### src/rtl/debug_snapshot_tx_pkg.sv
// Shared constants, FSM state type, snapshot payload and ASCII line formatting for debug_snapshot_tx.
package debug_snapshot_tx_pkg;

  localparam int unsigned LINE_LEN = 31;
  localparam int unsigned IDX_W    = 5;
  localparam int unsigned NIB_BITS = 88;
  localparam logic [IDX_W-1:0] LAST_IDX = IDX_W'(LINE_LEN - 1);

  localparam logic [7:0] ASCII_SPACE   = 8'h20;
  localparam logic [7:0] ASCII_CR      = 8'h0D;
  localparam logic [7:0] ASCII_LF      = 8'h0A;
  localparam logic [7:0] ASCII_ZERO    = 8'h30;
  localparam logic [7:0] ASCII_UPPER_A = 8'h41;
  localparam logic [7:0] ASCII_LOWER_A = 8'h61;

  typedef enum logic [1:0] {
    ST_IDLE,
    ST_SEND,
    ST_FIN
  } state_t;

  typedef struct packed {
    logic [15:0] pc;
    logic [15:0] last_pc;
    logic [7:0]  opcode;
    logic [15:0] addr;
    logic [7:0]  data;
    logic [7:0]  lcdc;
    logic [7:0]  stat;
    logic [4:0]  ppu_state;
  } snap_t;

  function automatic logic [7:0] hex_ascii(input logic [3:0] n, input logic upper);
    if (n < 4'd10) return ASCII_ZERO + 8'(n);
    return (upper ? ASCII_UPPER_A : ASCII_LOWER_A) + 8'(n - 4'd10);
  endfunction

  // Character idx of "PPPP LLLL OO AAAA DD CC SS TT\r\n" for snapshot s.
  function automatic logic [7:0] line_char(input snap_t s, input logic [IDX_W-1:0] idx,
                                           input logic upper);
    logic [NIB_BITS-1:0] nib;
    logic [IDX_W-1:0]    ni;
    logic [6:0]          pos;
    logic [7:0]          ch;
    nib = {s.pc, s.last_pc, s.opcode, s.addr, s.data, s.lcdc, s.stat, 3'b000, s.ppu_state};
    ni  = '0;
    case (idx)
      5'd0, 5'd1, 5'd2, 5'd3:     ni = idx;
      5'd5, 5'd6, 5'd7, 5'd8:     ni = idx - 5'd1;
      5'd10, 5'd11:               ni = idx - 5'd2;
      5'd13, 5'd14, 5'd15, 5'd16: ni = idx - 5'd3;
      5'd18, 5'd19:               ni = idx - 5'd4;
      5'd21, 5'd22:               ni = idx - 5'd5;
      5'd24, 5'd25:               ni = idx - 5'd6;
      5'd27, 5'd28:               ni = idx - 5'd7;
      default:                    ni = '0;
    endcase
    pos = 7'd84 - {ni, 2'b00};
    case (idx)
      5'd4, 5'd9, 5'd12, 5'd17, 5'd20, 5'd23, 5'd26, 5'd31: ch = ASCII_SPACE;
      5'd29:   ch = ASCII_CR;
      5'd30:   ch = ASCII_LF;
      default: ch = hex_ascii(nib[pos +: 4], upper);
    endcase
    return ch;
  endfunction

endpackage

### src/rtl/debug_snapshot_tx_uart_tx_byte.sv
// UART 8N1 byte transmitter; ready is high in idle and in the last cycle of the stop bit,
// so a load then starts the next start bit with no gap.
module uart_tx_byte #(
  parameter int unsigned BAUD_DIV = 104
) (
  input  logic       clk,
  input  logic       rst_n,
  input  logic [7:0] tx_byte,
  input  logic       load,
  output logic       tx,
  output logic       ready
);

  localparam int unsigned CNT_W = 16;
  localparam logic [CNT_W-1:0] RELOAD = CNT_W'(BAUD_DIV - 1);

  logic             active, active_n;
  logic [CNT_W-1:0] cnt, cnt_n;
  logic [3:0]       bits_left, bits_n;
  logic [8:0]       shreg, shreg_n;
  logic             tx_n, ready_n;

  // Frame register: start bit driven on load, then 8 data bits and the stop bit shifted out.
  always_ff @(posedge clk or negedge rst_n) begin
    if (!rst_n) begin
      active    <= 1'b0;
      cnt       <= '0;
      bits_left <= '0;
      shreg     <= '0;
      tx        <= 1'b1;
      ready     <= 1'b1;
    end else begin
      active    <= active_n;
      cnt       <= cnt_n;
      bits_left <= bits_n;
      shreg     <= shreg_n;
      tx        <= tx_n;
      ready     <= ready_n;
    end
  end

  always_comb begin
    active_n = active;
    cnt_n    = cnt;
    bits_n   = bits_left;
    shreg_n  = shreg;
    tx_n     = tx;
    if (load && ready) begin
      active_n = 1'b1;
      cnt_n    = RELOAD;
      bits_n   = 4'd9;
      shreg_n  = {1'b1, tx_byte};
      tx_n     = 1'b0;
    end else if (active) begin
      if (cnt != '0) begin
        cnt_n = cnt - 1'b1;
      end else if (bits_left != '0) begin
        tx_n    = shreg[0];
        shreg_n = {1'b1, shreg[8:1]};
        bits_n  = bits_left - 4'd1;
        cnt_n   = RELOAD;
      end else begin
        active_n = 1'b0;
      end
    end
    ready_n = !active_n || ((bits_n == '0) && (cnt_n == '0));
  end

endmodule

### src/rtl/debug_snapshot_tx.sv
// Captures the core debug taps on snap and streams them as one ASCII hex line over UART 8N1.
module debug_snapshot_tx
  import debug_snapshot_tx_pkg::*;
#(
  parameter int unsigned BAUD_DIV  = 104,
  parameter bit          UPPERCASE = 1'b1
) (
  input  logic        clk,
  input  logic        rst_n,
  input  logic        snap,
  input  logic [15:0] pc,
  input  logic [15:0] last_pc,
  input  logic [7:0]  opcode,
  input  logic [15:0] addr,
  input  logic [7:0]  data,
  input  logic [7:0]  lcdc,
  input  logic [7:0]  stat,
  input  logic [4:0]  ppu_state,
  output logic        tx,
  output logic        busy,
  output logic        done
);

  state_t           state;
  logic [IDX_W-1:0] idx;
  snap_t            snapshot;
  snap_t            taps_c, char_src_c;
  logic [IDX_W-1:0] char_idx_c;
  logic [7:0]       char_c;
  logic             accept_c, uart_load_c, uart_ready;

  always_comb begin
    taps_c.pc        = pc;
    taps_c.last_pc   = last_pc;
    taps_c.opcode    = opcode;
    taps_c.addr      = addr;
    taps_c.data      = data;
    taps_c.lcdc      = lcdc;
    taps_c.stat      = stat;
    taps_c.ppu_state = ppu_state;
  end

  assign accept_c = snap && ((state == ST_IDLE) || (state == ST_FIN));

  // First character comes straight from the live taps so its start bit leaves on the capture edge.
  always_comb begin
    char_src_c  = snapshot;
    char_idx_c  = idx + 5'd1;
    uart_load_c = 1'b0;
    if (accept_c) begin
      char_src_c  = taps_c;
      char_idx_c  = '0;
      uart_load_c = 1'b1;
    end else if ((state == ST_SEND) && uart_ready && (idx != LAST_IDX)) begin
      uart_load_c = 1'b1;
    end
    char_c = line_char(char_src_c, char_idx_c, UPPERCASE);
  end

  always_ff @(posedge clk or negedge rst_n) begin
    if (!rst_n) begin
      state    <= ST_IDLE;
      idx      <= '0;
      snapshot <= '0;
      busy     <= 1'b0;
      done     <= 1'b0;
    end else begin
      done <= 1'b0;
      case (state)
        ST_IDLE, ST_FIN: begin
          if (snap) begin
            snapshot <= taps_c;
            idx      <= '0;
            busy     <= 1'b1;
            state    <= ST_SEND;
          end else begin
            busy  <= 1'b0;
            state <= ST_IDLE;
          end
        end
        ST_SEND: begin
          if (uart_ready) begin
            if (idx == LAST_IDX) begin
              state <= ST_FIN;
              busy  <= 1'b0;
              done  <= 1'b1;
            end else begin
              idx <= idx + 5'd1;
            end
          end
        end
        default: state <= ST_IDLE;
      endcase
    end
  end

  uart_tx_byte #(
    .BAUD_DIV(BAUD_DIV)
  ) u_uart (
    .clk    (clk),
    .rst_n  (rst_n),
    .tx_byte(char_c),
    .load   (uart_load_c),
    .tx     (tx),
    .ready  (uart_ready)
  );

endmodule

### config.mk
export PLATFORM = sky130hd
export DESIGN_NAME = debug_snapshot_tx
export DESIGN_NICKNAME = d
export VERILOG_FILES = /design/src/rtl/debug_snapshot_tx_pkg.sv /design/src/rtl/debug_snapshot_tx_uart_tx_byte.sv /design/src/rtl/debug_snapshot_tx.sv
export SDC_FILE = /design/constraint.sdc
export NUM_CORES = 1
export LEC_CHECK = 0
export ABC_AREA = 1
export BUFFER_PORTS_ARGS = -buffer_cell sky130_fd_sc_hd__buf_2
export CAP_MARGIN = 40
export CORE_MARGIN = 10
export CORE_UTILIZATION = 53
export DETAILED_ROUTE_END_ITERATION = 6
export HOLD_SLACK_MARGIN = 0.03
export PLACE_DENSITY = 0.89
export SYNTH_ARGS = -nofsm -noshare
export SYNTH_HDL_FRONTEND = slang
export SYNTH_SLANG_ARGS = --single-unit
### constraint.sdc
create_clock -name clk -period 3.8 [get_ports clk]
set_input_delay 1.14 -clock clk [delete_from_list [all_inputs] [get_ports clk]]
set_output_delay 1.14 -clock clk [all_outputs]
set_load 0.05 [all_outputs]
# After elaboration in Yosys (flattened, before gate mapping)
# Cells that the tools add are included.
[classes] muxes=45 n_eq_ne=40 n_reduce_logical=33 n_addsub=14 shifts=1 magnitude_cmp=1
[op_table] op="variable part select 88 x 8 -> 4 bit" count=1
[op_table] op="== test 5 bit (second input constant)" count=17
[op_table] op="two-way mux 85 bit" count=1
[op_table] op="two-way mux 16 bit" count=4
[op_table] op="== test 5 x 4 -> 1 bit (second input constant)" count=8
[op_table] op="one-hot mux 5 bit (8 select lines)" count=1
[op_table] op="two-way mux 9 bit" count=4
[op_table] op="one-hot mux 8 bit (3 select lines)" count=1
[op_table] op="== test 5 x 3 -> 1 bit (second input constant)" count=4
[op_table] op="two-way mux 5 bit" count=4
[op_table] op="subtractor 5 x 3 -> 5 bit (second input constant)" count=4
[op_table] op="two-way mux 1 bit" count=19
[op_table] op="logical NOT 16 bit" count=1
[op_table] op="two-way mux 4 bit" count=4
[op_table] op="two-way mux 8 bit" count=2
[op_table] op="nonzero test 16 bit" count=1
[op_table] op="subtractor 16 x 1 -> 16 bit (second input constant)" count=1
[op_table] op="OR reduction 2 bit" count=6
[op_table] op="OR reduction 4 bit" count=3
[op_table] op="== test 5 x 2 -> 1 bit (second input constant)" count=2
[op_table] op="one-hot mux 5 bit (2 select lines)" count=1
[op_table] op="OR reduction 10 bit" count=1
[op_table] op="subtractor 5 x 2 -> 5 bit (second input constant)" count=2
[op_table] op="adder 7 x 8 -> 8 bit (first input constant)" count=1
[op_table] op="28 further kinds" count=41
[word_totals] reg_bits=126 wordCells=152 in_bits=88

# Depth between registers and ports, before layout
# Gate-level depths: netlist of run 1.
[depth] ltp_word=15 depth_mapped=34 depth_no_buf=32

# By module
# A second synthesis of run 1 with hierarchy kept.
[unflattened] cells_unflattened=1091 area_unflattened_um2=7897.6
[by_module_without_submodules] module="debug_snapshot_tx" n_inst=1 cells_each=801 area_per_inst_um2=5819.3
[by_module_without_submodules] module="uart_tx_byte" n_inst=1 cells_each=290 area_per_inst_um2=2078.2

# Least setup slack after synthesis of run 1
# OpenSTA, ideal clock, no wires.
[synth_path] path_type="input -> register" startpoint="input snap" endpoint="register u_uart.shreg[1]" slack_ns=-0.516 arrival_time_ns=4.178 stages=29 setup_ns=0.138 required_ns=3.662 path_buffers=1 path_cell_list="nand2_4 > nand3_4 > inv_4 > ha_1 > o21bai_1 > or2_0 > nand3_1 > nand2_1 > nor2_1 > nand2_1 > inv_2 > nand2_2 > nand2_1 > nand2_2 > nor2_2 > nand3_1 > nand2_2 > inv_2 > ha_1 > inv_1 > ha_1 > clkbuf_1 > inv_1 > nor2_1 > nor2_1 > o21ai_0 > inv_1 > o21ai_1 > o221ai_1"
[synth_via] elab_chain_cells=13
[synth_rtl] element="start: declaration" line="debug_snapshot_tx.sv:10" rtl="input logic snap,"
[synth_rtl] element="logical AND 1 bit (*)" line="debug_snapshot_tx.sv:43" rtl="assign accept_c = snap && ((state == ST_IDLE) || (state == ST_FIN));"
[synth_rtl] element="parallel branches: the longest is 12 deep, another holds adder 7 x 8 -> 8 bit"
[synth_rtl] element="end signal: assignment" line="debug_snapshot_tx_uart_tx_byte.sv:36" rtl="shreg <= shreg_n;"
[synth_rtl] element="end: declaration" line="debug_snapshot_tx_uart_tx_byte.sv:20" rtl="logic [8:0] shreg, shreg_n;"
# Mark *: on every way between the ends. The select of a mux whose other input is x is not followed.
# A chain may end at the register's enable or synchronous reset.

# Worst setup path after layout of run 1
[layout_path] startpoint="input snap" endpoint="register u_uart.shreg[6]"
# Same word-level chain as after synthesis.

==> out/metrics.csv, run 1 <==
stage,metric,value,unit
drt,ant_nets,0,
drt,drt-met1-wl,9.26,mm
drt,vias,8217,
critical_path,startpoint_type,primary input,
finish,stdcell_area,0.0100,mm²
timing,setup_viol,7,
global_route,antenna_found_initial,0,
synth,synth_top_family_by_area,simple AND/OR/NAND/NOR gates,
global_route,grt_max_degree,64,
placed_design,dpl-instance-area,0.00885,mm²
finish,drive_gt1_share,31.6,%
pwr,pwr-share-clk,56.4,%
pwr,switchingPower,698,µW
clock_tree,clk_pin_slew,0.06,ns
pwr,power.leakage,0.00564,µW
finish,multi_input_area,0.00396,mm²
synth,synth_cells,1019,
placed_design,placement.io_buffers,90,
floorplanning,initial_core_util,53.8,%
clock_tree,htree_levels,4,
floorplanning,io-pin-count,91,
finish,fin_cells,1406,
drt,firstDrtPassIters,6,
finish,register_area,0.00316,mm²
clock_tree,numCtsBuffers,17,
floorplanning,die_h,138,µm
pwr,intPower,2560,µW
drt,routed.top_layer,met4,
synth,ys_warn_count,0,
synth,synthDistinctLibCells,51,
timing,fin_crit_sh,110,%
drt,route.detailed.drc,0,
floorplanning,fp.dieW,138,µm
synth,netlist_area,0.00741,mm²
timing,worst_slew_pin_slew,0.613,ns
floorplanning,core-area,0.0138,mm²
pwr,peakVddDrop,0.000224,V
clock_tree,cts_buffer_depth,2,
synth,synthXorXnorAreaFrac,0.709,%
timing,fmax,238,MHz
drt,wl_per_cell,17.9,µm
placed_design,dp_cells,1357,
synth,yosys.area_share.simple,36.8,%
finish,n_fill_cell,861,
critical_path,cp_max_fo,10,
drt,wl_met2,11.6,mm
critical_path,crit_path_frequent_cell,nand2_1,
placed_design,hpwl,14.7,mm
synth,synth_compound_area_share,8.56,%
finish,layout-area-overhead-vs-synth,35.0,%
synth,ys_seq_elements,126,
critical_path,crit_path_end_kind,flip-flop,
synth,synth_top_area_cell,dfrtp_1,
drt,drtIter0Drc,1060,
synth,ys_seq_area_share,42.6,%
synth,synth_top_area_share,41.9,%
timing,min_period,4.20,ns
critical_path,cp_slowest_cell,ha_4,
timing,setup_ws,-0.398,ns
timing,slew_viol_final,0,
synth,synth_nets,1121,
synth,yosys-top-cells-area,"dfrtp_1, nand2_1, nand3_1",
outcome,status,finished with violations,
timing,finalClockSkew,0.00873,ns
placed_design,pre_cts_slack,-0.475,ns
synth,synthMuxAreaShare,0.810,%
clock_tree,root_buffer,clkbuf_16,
global_route,grt_usage,21.4,%
pwr,comb_power_share,2.4,%
critical_path,crit_arrival,4.54,ns
synth,synth_edf_count,0,
pwr,power-per-cell-area,325,mW/mm²
global_route,grt_pass1_vias,7407,
pwr,swShare,21.4,%
timing,relSlewSlack,59.1,%
timing,hold_viol,0,
critical_path,critPathKind,in -> reg,
global_route,grt_pass1_wl,34.7,mm
finish,n_antenna_cell,0,
critical_path,max_stage_delay,0.29,ns
synth,synth.avg_cell_area,7.27,µm²
clock_tree,worstSkewPairLatency,0.43,ns
synth,ys_async_sr_fraction,100,%
critical_path,required,4.15,ns
floorplanning,rows,43,
clock_tree,clock-sinks,126,
floorplanning,die_area,0.0191,mm²
synth,synth_flop_cell,dfrtp_1,
global_route,grt.overflow.total,0,
drt,dr_wl_met3,2.77,mm
placed_design,gp_congestion,0.928,
flow_run,drv_cap,0,
synth,yosys-top-cells-count,"nand2_1, dfrtp_1, inv_1, nand3_1, nor2_1",
pwr,p_seq_share,41.2,%
timing,grt_setup_unrepaired,yes,
finish,nNetsFinal,1315,
synth,yosysMostFrequentCell,nand2_1,
min_path,hold_path_class,reg -> reg,
drt,viasPerCell,5.84,
outcome,failed_checks,negative setup slack,
drt,wl,25.2,mm
clock_tree,cts_tree,yes,
synth,synth_fa_ha_area_share,2.36,%
## layer usage
| layer | track usage [%] | vias to the layer above |
|---|---|---|
| li1 | - | 3649 |
| met1 | 26.6 | 3733 |
| met2 | 34.9 | 658 |
| met3 | 5.48 | 177 |
| met4 | 8.05 | 0 |
| met5 | 0 | - |
## critical path: cells and delay by family
| kind | cells | cell delay (ns) |
|---|---|---|
| buffers and inverters | 8 | 0.79 |
| AO/OA/AOI/OAI | 1 | 0.15 |
| adder cells (fa/ha/maj) | 1 | 0.29 |
| AND/OR/NAND/NOR | 19 | 2.15 |
## power groups by stage
stage	clock (µW)	sequential, µW	combinational [µW]
3_3_place_gp	0	1370	75.4
6_report	1840	1340	77.7
4_1_cts	1830	1340	76.7
3_5_place_dp	0	1370	75.8
2_1_floorplan	0	1370	0.176
5_1_grt	1910	1340	87.5
## worst paths after layout
kind / to / slack, ns / from / cells past startpoint
worst max register to register: u_uart.shreg[6] / -0.31 / idx[1] / 29
min in group asynchronous: snapshot[28] / 0.71 / rst_n / 1
max in group asynchronous: snapshot[71] / 2.13 / rst_n / 3
worst max-delay path: u_uart.shreg[6] / -0.40 / snap / 29
worst min-delay path: snapshot[61] / 0.47 / snapshot[61] / 2
worst min register to register: snapshot[61] / 0.47 / snapshot[61] / 2
## flip-flops by register name, summed over array words and instances, names as in the netlist
register and count:
u_uart.cnt 16, busy 1, u_uart.ready 1, u_uart.shreg 9
snapshot 85, idx 5, done 1, u_uart.bits_left 4
u_uart.tx 1, state 2, u_uart.active 1
## repair_timing
item | CTS | global route
pin swaps | 1 | 60
hold buffers | 0 | 0
cloned | 0 | 2
resized for setup | 1 | 84
endpoints found under the setup margin | 3 | 7
buffers inserted | 4 | 11
## kinds of logic after synthesis
group / Yosys count
and+or+nand+nor: 610
buffers and inverters: 143
DFF: 126
AOI/OAI and AO/OA: 114
adders and majority gates: 14
xor gates and xnor gates: 6
muxes: 6
## cells in the final DEF (no fill, tap or decap), drive strengths merged, types with 2 or more instances in the layout
master	n
a21oi	28
a22oi	2
a31oi	2
and2	2
buf	214
bufinv	5
clkbuf	20
clkinv	3
clkinvlp	2
dfrtp	124
dfstp	2
ha	14
inv	106
mux2i	6
nand2	397
nand3	77
nand3b	3
nand4	17
nor2	66
nor3	12
nor4	8
o21ai	68
o21bai	2
o22ai	5
or2	27
xnor2	5
## metrics by stage
step	setup TNS (ns)	total power (µW)	hold WS, ns	util, %
5_1_grt	-2.40	3340	0.498	72.7
3_3_place_gp	-1.71	1440	0.436	64.3
6_report	-2.00	3260	0.473	72.7
2_1_floorplan	-0.457	1370	0.420	-
4_1_cts	0	3250	0.476	69.4
3_5_place_dp	-2.83	1440	0.463	64.3
## final cells by class
type / count / area share, %
Multi-Input combinational cell: 750 / 39.6
Sequential cell: 126 / 31.5
Timing Repair Buffer: 216 / 15.9
Clock buffer: 18 / 4.29
Inverter: 102 / 4.08
Clock inverter: 14 / 2.31
Tap cell: 180 / 2.25
Note: power is estimated with default switching activity, not from simulation.
==> run 2, diff against run 1 <==
--- a/config.mk
+++ b/config.mk
@@ -9,10 +9,11 @@
 export BUFFER_PORTS_ARGS = -buffer_cell sky130_fd_sc_hd__buf_2
 export CAP_MARGIN = 40
 export CORE_MARGIN = 10
-export CORE_UTILIZATION = 53
+export CORE_UTILIZATION = 54
 export DETAILED_ROUTE_END_ITERATION = 6
 export HOLD_SLACK_MARGIN = 0.03
-export PLACE_DENSITY = 0.89
+export PLACE_DENSITY = 0.9
 export SYNTH_ARGS = -nofsm -noshare
 export SYNTH_HDL_FRONTEND = slang
+export SYNTH_HIERARCHICAL = 1
 export SYNTH_SLANG_ARGS = --single-unit
==> run 2 against run 1 <==
Effect of this change:
- the flow finishes with violations (design-rule violations, negative setup slack)
- final cell count grew 7.3%
- maximum frequency shrank 7.5%
- register-to-register slack lost 0.43 ns
- flip-flop and latch count is the same
- sequential share of layout area shrank 2.4 points
- largest power group unchanged
==> out/metrics.csv, run 2 <==
stage,metric,value,unit
placed_design,gp_congestion,0.943,
clock_tree,root_buffer,clkbuf_16,
flow_run,drv_cap,0,
synth,synthDistinctLibCells,48,
critical_path,worst-path-buf-inv,7,
finish,final_common_cell,nand2_1,
floorplanning,die_h,141,µm
clock_tree,clock-sinks,126,
critical_path,crit_path_frequent_cell,nand2_1,
floorplanning,initial_core_util,54.8,%
global_route,grt_pass1_vias,9006,
global_route,grt_max_degree,86,
critical_path,crit_path_end_kind,flip-flop,
critical_path,startpoint_type,flip-flop,
pwr,power.leakage,0.00628,µW
drt,firstDrtPassIters,7,
floorplanning,core-area,0.0144,mm²
outcome,failed_checks,"design-rule violations, negative setup slack",
clock_tree,worstSkewPairLatency,0.44,ns
clock_tree,htree_levels,4,
finish,drive_gt1_share,36.3,%
clock_tree,clk_pin_slew,0.06,ns
timing,finalClockSkew,0.0103,ns
clock_tree,cts_hold_buf,0,
timing,fmax,220,MHz
floorplanning,die_area,0.0199,mm²
timing,tns,-4.17,ns
synth,ys_warn_count,6,
drt,ant_nets,0,
synth,synth.avg_cell_area,7.24,µm²
floorplanning,fp.dieW,141,µm
global_route,grt.overflow.total,0,
finish,nNetsFinal,1413,
synth,netlist_area,0.00790,mm²
drt,wl_per_cell,22.2,µm
timing,relSlewSlack,36.9,%
timing,hold_viol,0,
drt,drtIter0Drc,2004,
synth,yosysMostFrequentCell,nand2_1,
finish,layout-area-overhead-vs-synth,37.2,%
clock_tree,cts_tree,yes,
synth,synth_edf_count,0,
pwr,peakVddDrop,0.000346,V
critical_path,required,4.15,ns
global_route,grt_usage,28.9,%
synth,ys_seq_area_share,40.0,%
floorplanning,io-pin-count,91,
synth,synth_top_area_cell,dfrtp_1,
timing,slew_viol_final,0,
clock_tree,cts_buffer_depth,2,
timing,worst_slew_pin_slew,0.947,ns
placed_design,hpwl,15.7,mm
critical_path,cp_max_fo,9,
timing,fin_crit_sh,119,%
drt,viasPerCell,6.31,
timing,setup_viol,7,
timing,min_period,4.54,ns
drt,route.detailed.drc,121,
placed_design,placement.io_buffers,90,
global_route,antenna_found_initial,0,
critical_path,cp_slowest_cell,dfrtp_2,
critical_path,critical-path-top-delay-family,simple AND/OR/NAND/NOR gates,
finish,regMostFlops,snapshot,
pwr,power-per-cell-area,282,mW/mm²
placed_design,pre_cts_slack,-0.682,ns
synth,yosys-top-cells-area,"dfrtp_1, nand2_1, nand3_1",
critical_path,crit_arrival,4.89,ns
timing,setup_ws,-0.736,ns
synth,synth_cells,1091,
finish,n_antenna_cell,0,
finish,layout_common_cells,"nand2_1, dfrtp_1, buf_4",
finish,reg_top3,"snapshot (85), u_uart/cnt (16), u_uart/shreg (9)",
critical_path,max_stage_delay,0.45,ns
synth,yosys-top-cells-count,"nand2_1, dfrtp_1, inv_1, nand3_1, nor2_1",
clock_tree,numCtsBuffers,17,
timing,grt_setup_unrepaired,yes,
min_path,hold_path_class,reg -> reg,
critical_path,critPathKind,reg -> reg,
pwr,total_power,3060,µW
drt,wl,33.5,mm
timing,timing.hold.ws,0.476,ns
finish,largest_register_ffs,85,
synth,synth_top_area_share,39.3,%
outcome,status,finished with violations,
floorplanning,rows,44,
synth,synth_flop_cell,dfrtp_1,
global_route,grt_pass1_wl,46.4,mm
synth,ys_seq_elements,126,
drt,vias,9523,
synth,synth_nets,1193,
synth,ys_async_sr_fraction,100,%
run 2: cell types whose count changed in the layout (fill, tap and decap cells not counted), moves of 7 or more:
cell and change:
nand3_1 +19, inv_1 +18, nand2_2 +18, o21ai_0 -18
buf_4 +16, nor2_4 +13, a21oi_1 -8, nor2_2 +8
nand2_1 +7, nand2_4 +7, nor3_1 -7
run 2: logic make-up (layout without fill, tap and decap cells):
family,Yosys count,count (layout),synth area share [%]
other cells,1,1,0.0475
compound gates,97,97,6.92
xor+xnor,6,6,0.903
simple gates,673,675,39.6
flops,126,126,40.0
mux,10,10,1.27
fa+ha+maj,14,14,2.22
buf+inv,164,395,9.11
run 2: worst paths after layout:
check	startpoint	to	slack [ns]	depth (start not counted)
max reg2reg	idx[1]	u_uart/shreg[6]	-0.74	33
min reg2reg	u_uart/shreg[8]	u_uart/shreg[8]	0.48	2
min in group asynchronous	rst_n	snapshot[13]	0.77	1
min	u_uart/shreg[8]	u_uart/shreg[8]	0.48	2
max in group asynchronous	rst_n	snapshot[79]	2.19	2
max	idx[1]	u_uart/shreg[6]	-0.74	33
run 2: cell type report:
class                   count  area (µm²)
inverters                 125         505
multi-input cells         803        4580
clock buffers              17         425
flip-flops and latches    126        3160
well taps                 184         230
fillers                   857        3590
repair buffers            238        1790
clock inverters            15         153
run 2: metrics by stage:
| stage | util (%) | instances | cell area (µm²) |
|---|---|---|---|
| 6_report | 75.1 | 1508 | 10800 |
| 5_1_grt | 75.1 | 1508 | 10800 |
| 4_1_cts | 72.1 | 1487 | 10400 |
| 3_5_place_dp | 64.5 | 1434 | 9310 |
| 3_3_place_gp | 64.5 | 1434 | 9310 |
| 2_1_floorplan | - | 1091 | 8010 |
run 2: worst register-to-register path: cells and delay by family, from the launching register on:
kind                     cells  cell delay [ns]
adder cells (fa/ha/maj)      2             0.50
buffers and inverters        7             0.71
AND/OR/NAND/NOR             23             2.70
flip-flops                   1             0.45
AO/OA/AOI/OAI                1             0.13
run 2: report_power, final:
part           internal (µW)  switching [µW]  leakage [µW]  total, µW
Combinational           34.9            43.1       0.00432       78.0
Sequential              1340               0       0.00168       1340
Clock                    918             718      0.000277       1640
Total                   2290             761       0.00628       3060
run 2: repair_timing:
action | 4_1_cts | 5_1_grt
gates cloned | 4 | 0
resized for setup | 81 | 71
pin swaps | 46 | 45
setup buffers | 20 | 21
endpoints found under the setup margin | 6 | 7
run 2: per-layer routing:
layer | vias up | track usage, % | wire, µm
li1 | 3904 | - | -
met1 | 4309 | 32.8 | 11300
met2 | 970 | 45.3 | 14600
met3 | 340 | 9.61 | 4400
met4 | 0 | 19.3 | 3150
met5 | - | 0 | 0
==> run 3, diff against run 2 <==
==> constraint.sdc (replaced) <==
create_clock -name clk -period 3.8 [get_ports clk]
set_input_delay 0 -clock clk [delete_from_list [all_inputs] [get_ports clk]]
set_output_delay 0 -clock clk [all_outputs]
set_load 0.05 [all_outputs]
==> run 3 against run 2 <==
Effect of this change:
- the run ends with negative setup slack left
- worst hold slack got worse by 0.28 ns
- total power is 3.4% higher
- final area grew 0.68%
- critical path type unchanged
- largest power group unchanged
==> out/metrics.csv, run 3 (synthesized netlist as in run 2, its figures left out) <==
stage,metric,value,unit
finish,final_common_cell,nand2_1,
critical_path,required,4.11,ns
critical_path,max_stage_delay,0.44,ns
finish,drive_gt1_share,28.4,%
timing,min_period,4.61,ns
global_route,grt_max_degree,76,
global_route,antenna_found_initial,2,
flow_run,drv_cap,0,
finish,layout-area-overhead-vs-synth,38.2,%
drt,vias,9457,
critical_path,critPathKind,reg -> reg,
timing,finalClockSkew,0.0155,ns
outcome,failed_checks,negative setup slack,
timing,fin_crit_sh,121,%
outcome,status,finished with violations,
critical_path,r2r_slack,-0.81,ns
floorplanning,die_area,0.0199,mm²
placed_design,hpwl,15.2,mm
pwr,power.leakage,0.00627,µW
clock_tree,cts_buffer_depth,2,
critical_path,startpoint_type,flip-flop,
clock_tree,clk_pin_slew,0.06,ns
global_route,grt_usage,28.5,%
clock_tree,numCtsBuffers,17,
timing,hold_viol,0,
floorplanning,core-area,0.0144,mm²
critical_path,cp_max_fo,6,
clock_tree,worstSkewPairLatency,0.44,ns
timing,fmax,217,MHz
global_route,grt_pass1_vias,8877,
drt,ant_nets,0,
timing,relSlewSlack,46.8,%
clock_tree,root_buffer,clkbuf_16,
finish,regMostFlops,snapshot,
timing,timing.hold.ws,0.192,ns
drt,wl_per_cell,21.5,µm
critical_path,cp_slowest_cell,dfrtp_2,
drt,viasPerCell,6.17,
finish,largest_register_ffs,85,
finish,layout_common_cells,"nand2_1, dfrtp_1, inv_1",
timing,grt_setup_unrepaired,yes,
global_route,grt.overflow.total,0,
drt,firstDrtPassIters,7,
drt,drtIter0Drc,1416,
pwr,peakVddDrop,0.000309,V
min_path,hold_path_class,in -> async,
placed_design,gp_congestion,0.949,
timing,setup_viol,7,
finish,final_util,75.7,%
finish,reg_top3,"snapshot (85), u_uart/cnt (16), u_uart/shreg (9)",
clock_tree,cts_tree,yes,
clock_tree,htree_levels,4,
floorplanning,die_h,141,µm
timing,setup_ws,-0.806,ns
floorplanning,initial_core_util,54.8,%
finish,nNetsFinal,1435,
placed_design,placement.io_buffers,90,
floorplanning,io-pin-count,91,
timing,slew_viol_final,0,
placed_design,pre_cts_slack,-0.161,ns
timing,worst_slew_pin_slew,0.798,ns
critical_path,crit_path_end_kind,flip-flop,
floorplanning,fp.dieW,141,µm
global_route,grt_pass1_wl,45.7,mm
drt,wl,32.9,mm
drt,route.detailed.drc,0,
clock_tree,clock-sinks,126,
critical_path,crit_path_frequent_cell,nand2_1,
pwr,power-per-cell-area,289,mW/mm²
finish,fin_cells,1532,
timing,tns,-4.34,ns
critical_path,crit_arrival,4.92,ns
floorplanning,rows,44,
placed_design,dp_cells,1373,
## run 3: changes by cell type in the layout (fill, tap and decap cells not counted), sizes merged, moves of 2 or more
cell and delta:
inv +3, diode +2, clkinvlp -2, buf -64, clkinv -2, dlygate4sd3 +87
## run 3: final timing paths
path	start	end	cells after the start
max in group asynchronous	rst_n	snapshot[28]	3
max reg2reg	idx[0]	u_uart/shreg[4]	29
min reg2reg	u_uart/shreg[8]	u_uart/shreg[8]	2
min	rst_n	u_uart/cnt[11]	2
min in group clk	last_pc[13]	snapshot[66]	4
max	idx[0]	u_uart/shreg[4]	29
## run 3: stage by stage
step                      power [µW]  cell area (µm²)
after global routing            3210            10900
after floorplan                 1370             7910
after detailed placement        1440             8750
final                           3160            10900
after CTS                       3110            10400
after global placement          1440             8750
## run 3: worst max-delay path: cells and delay by family, from the launching register on
| kind | cells | cell delay, ns |
|---|---|---|
| AND/OR/NAND/NOR | 17 | 2.57 |
| buffers and inverters | 7 | 0.60 |
| adder cells (fa/ha/maj) | 3 | 0.58 |
| flip-flops | 1 | 0.44 |
| XOR/XNOR | 1 | 0.20 |
| AO/OA/AOI/OAI | 1 | 0.10 |
## run 3: power by group
part	switching, µW	internal (µW)	total, µW
logic	62.5	92.4	155
clock network	718	944	1660
registers	0	1340	1340
## run 3: layer usage
metal  vias to the layer above  global-route usage, %  routed length, µm
met2                       872                   48.2              15500
met5                         -                      0                  0
met4                         0                   19.3               3040
li1                       3936                      -                  -
met3                       310                   7.96               3590
met1                      4339                   30.2              10800
## run 3: area by class of cell
| class | instances | area (µm²) |
|---|---|---|
| Fill cell | 841 | 3510 |
| Clock inverter | 14 | 149 |
| Clock buffer | 18 | 439 |
| Antenna cell | 2 | 5.00 |
| Inverter | 125 | 492 |
| Timing Repair Buffer | 261 | 2070 |
| Sequential cell | 126 | 3160 |
| Tap cell | 184 | 230 |
| Multi-Input combinational cell | 802 | 4370 |
## run 3: repair_timing
action                                  CTS  global route
gates cloned                              1             1
endpoints found under the hold margin   140             0
hold buffers                             87             0
gates resized for setup                  31            73
endpoints found under the setup margin    3             7
setup buffers                            14            23
pin swaps                                18            32
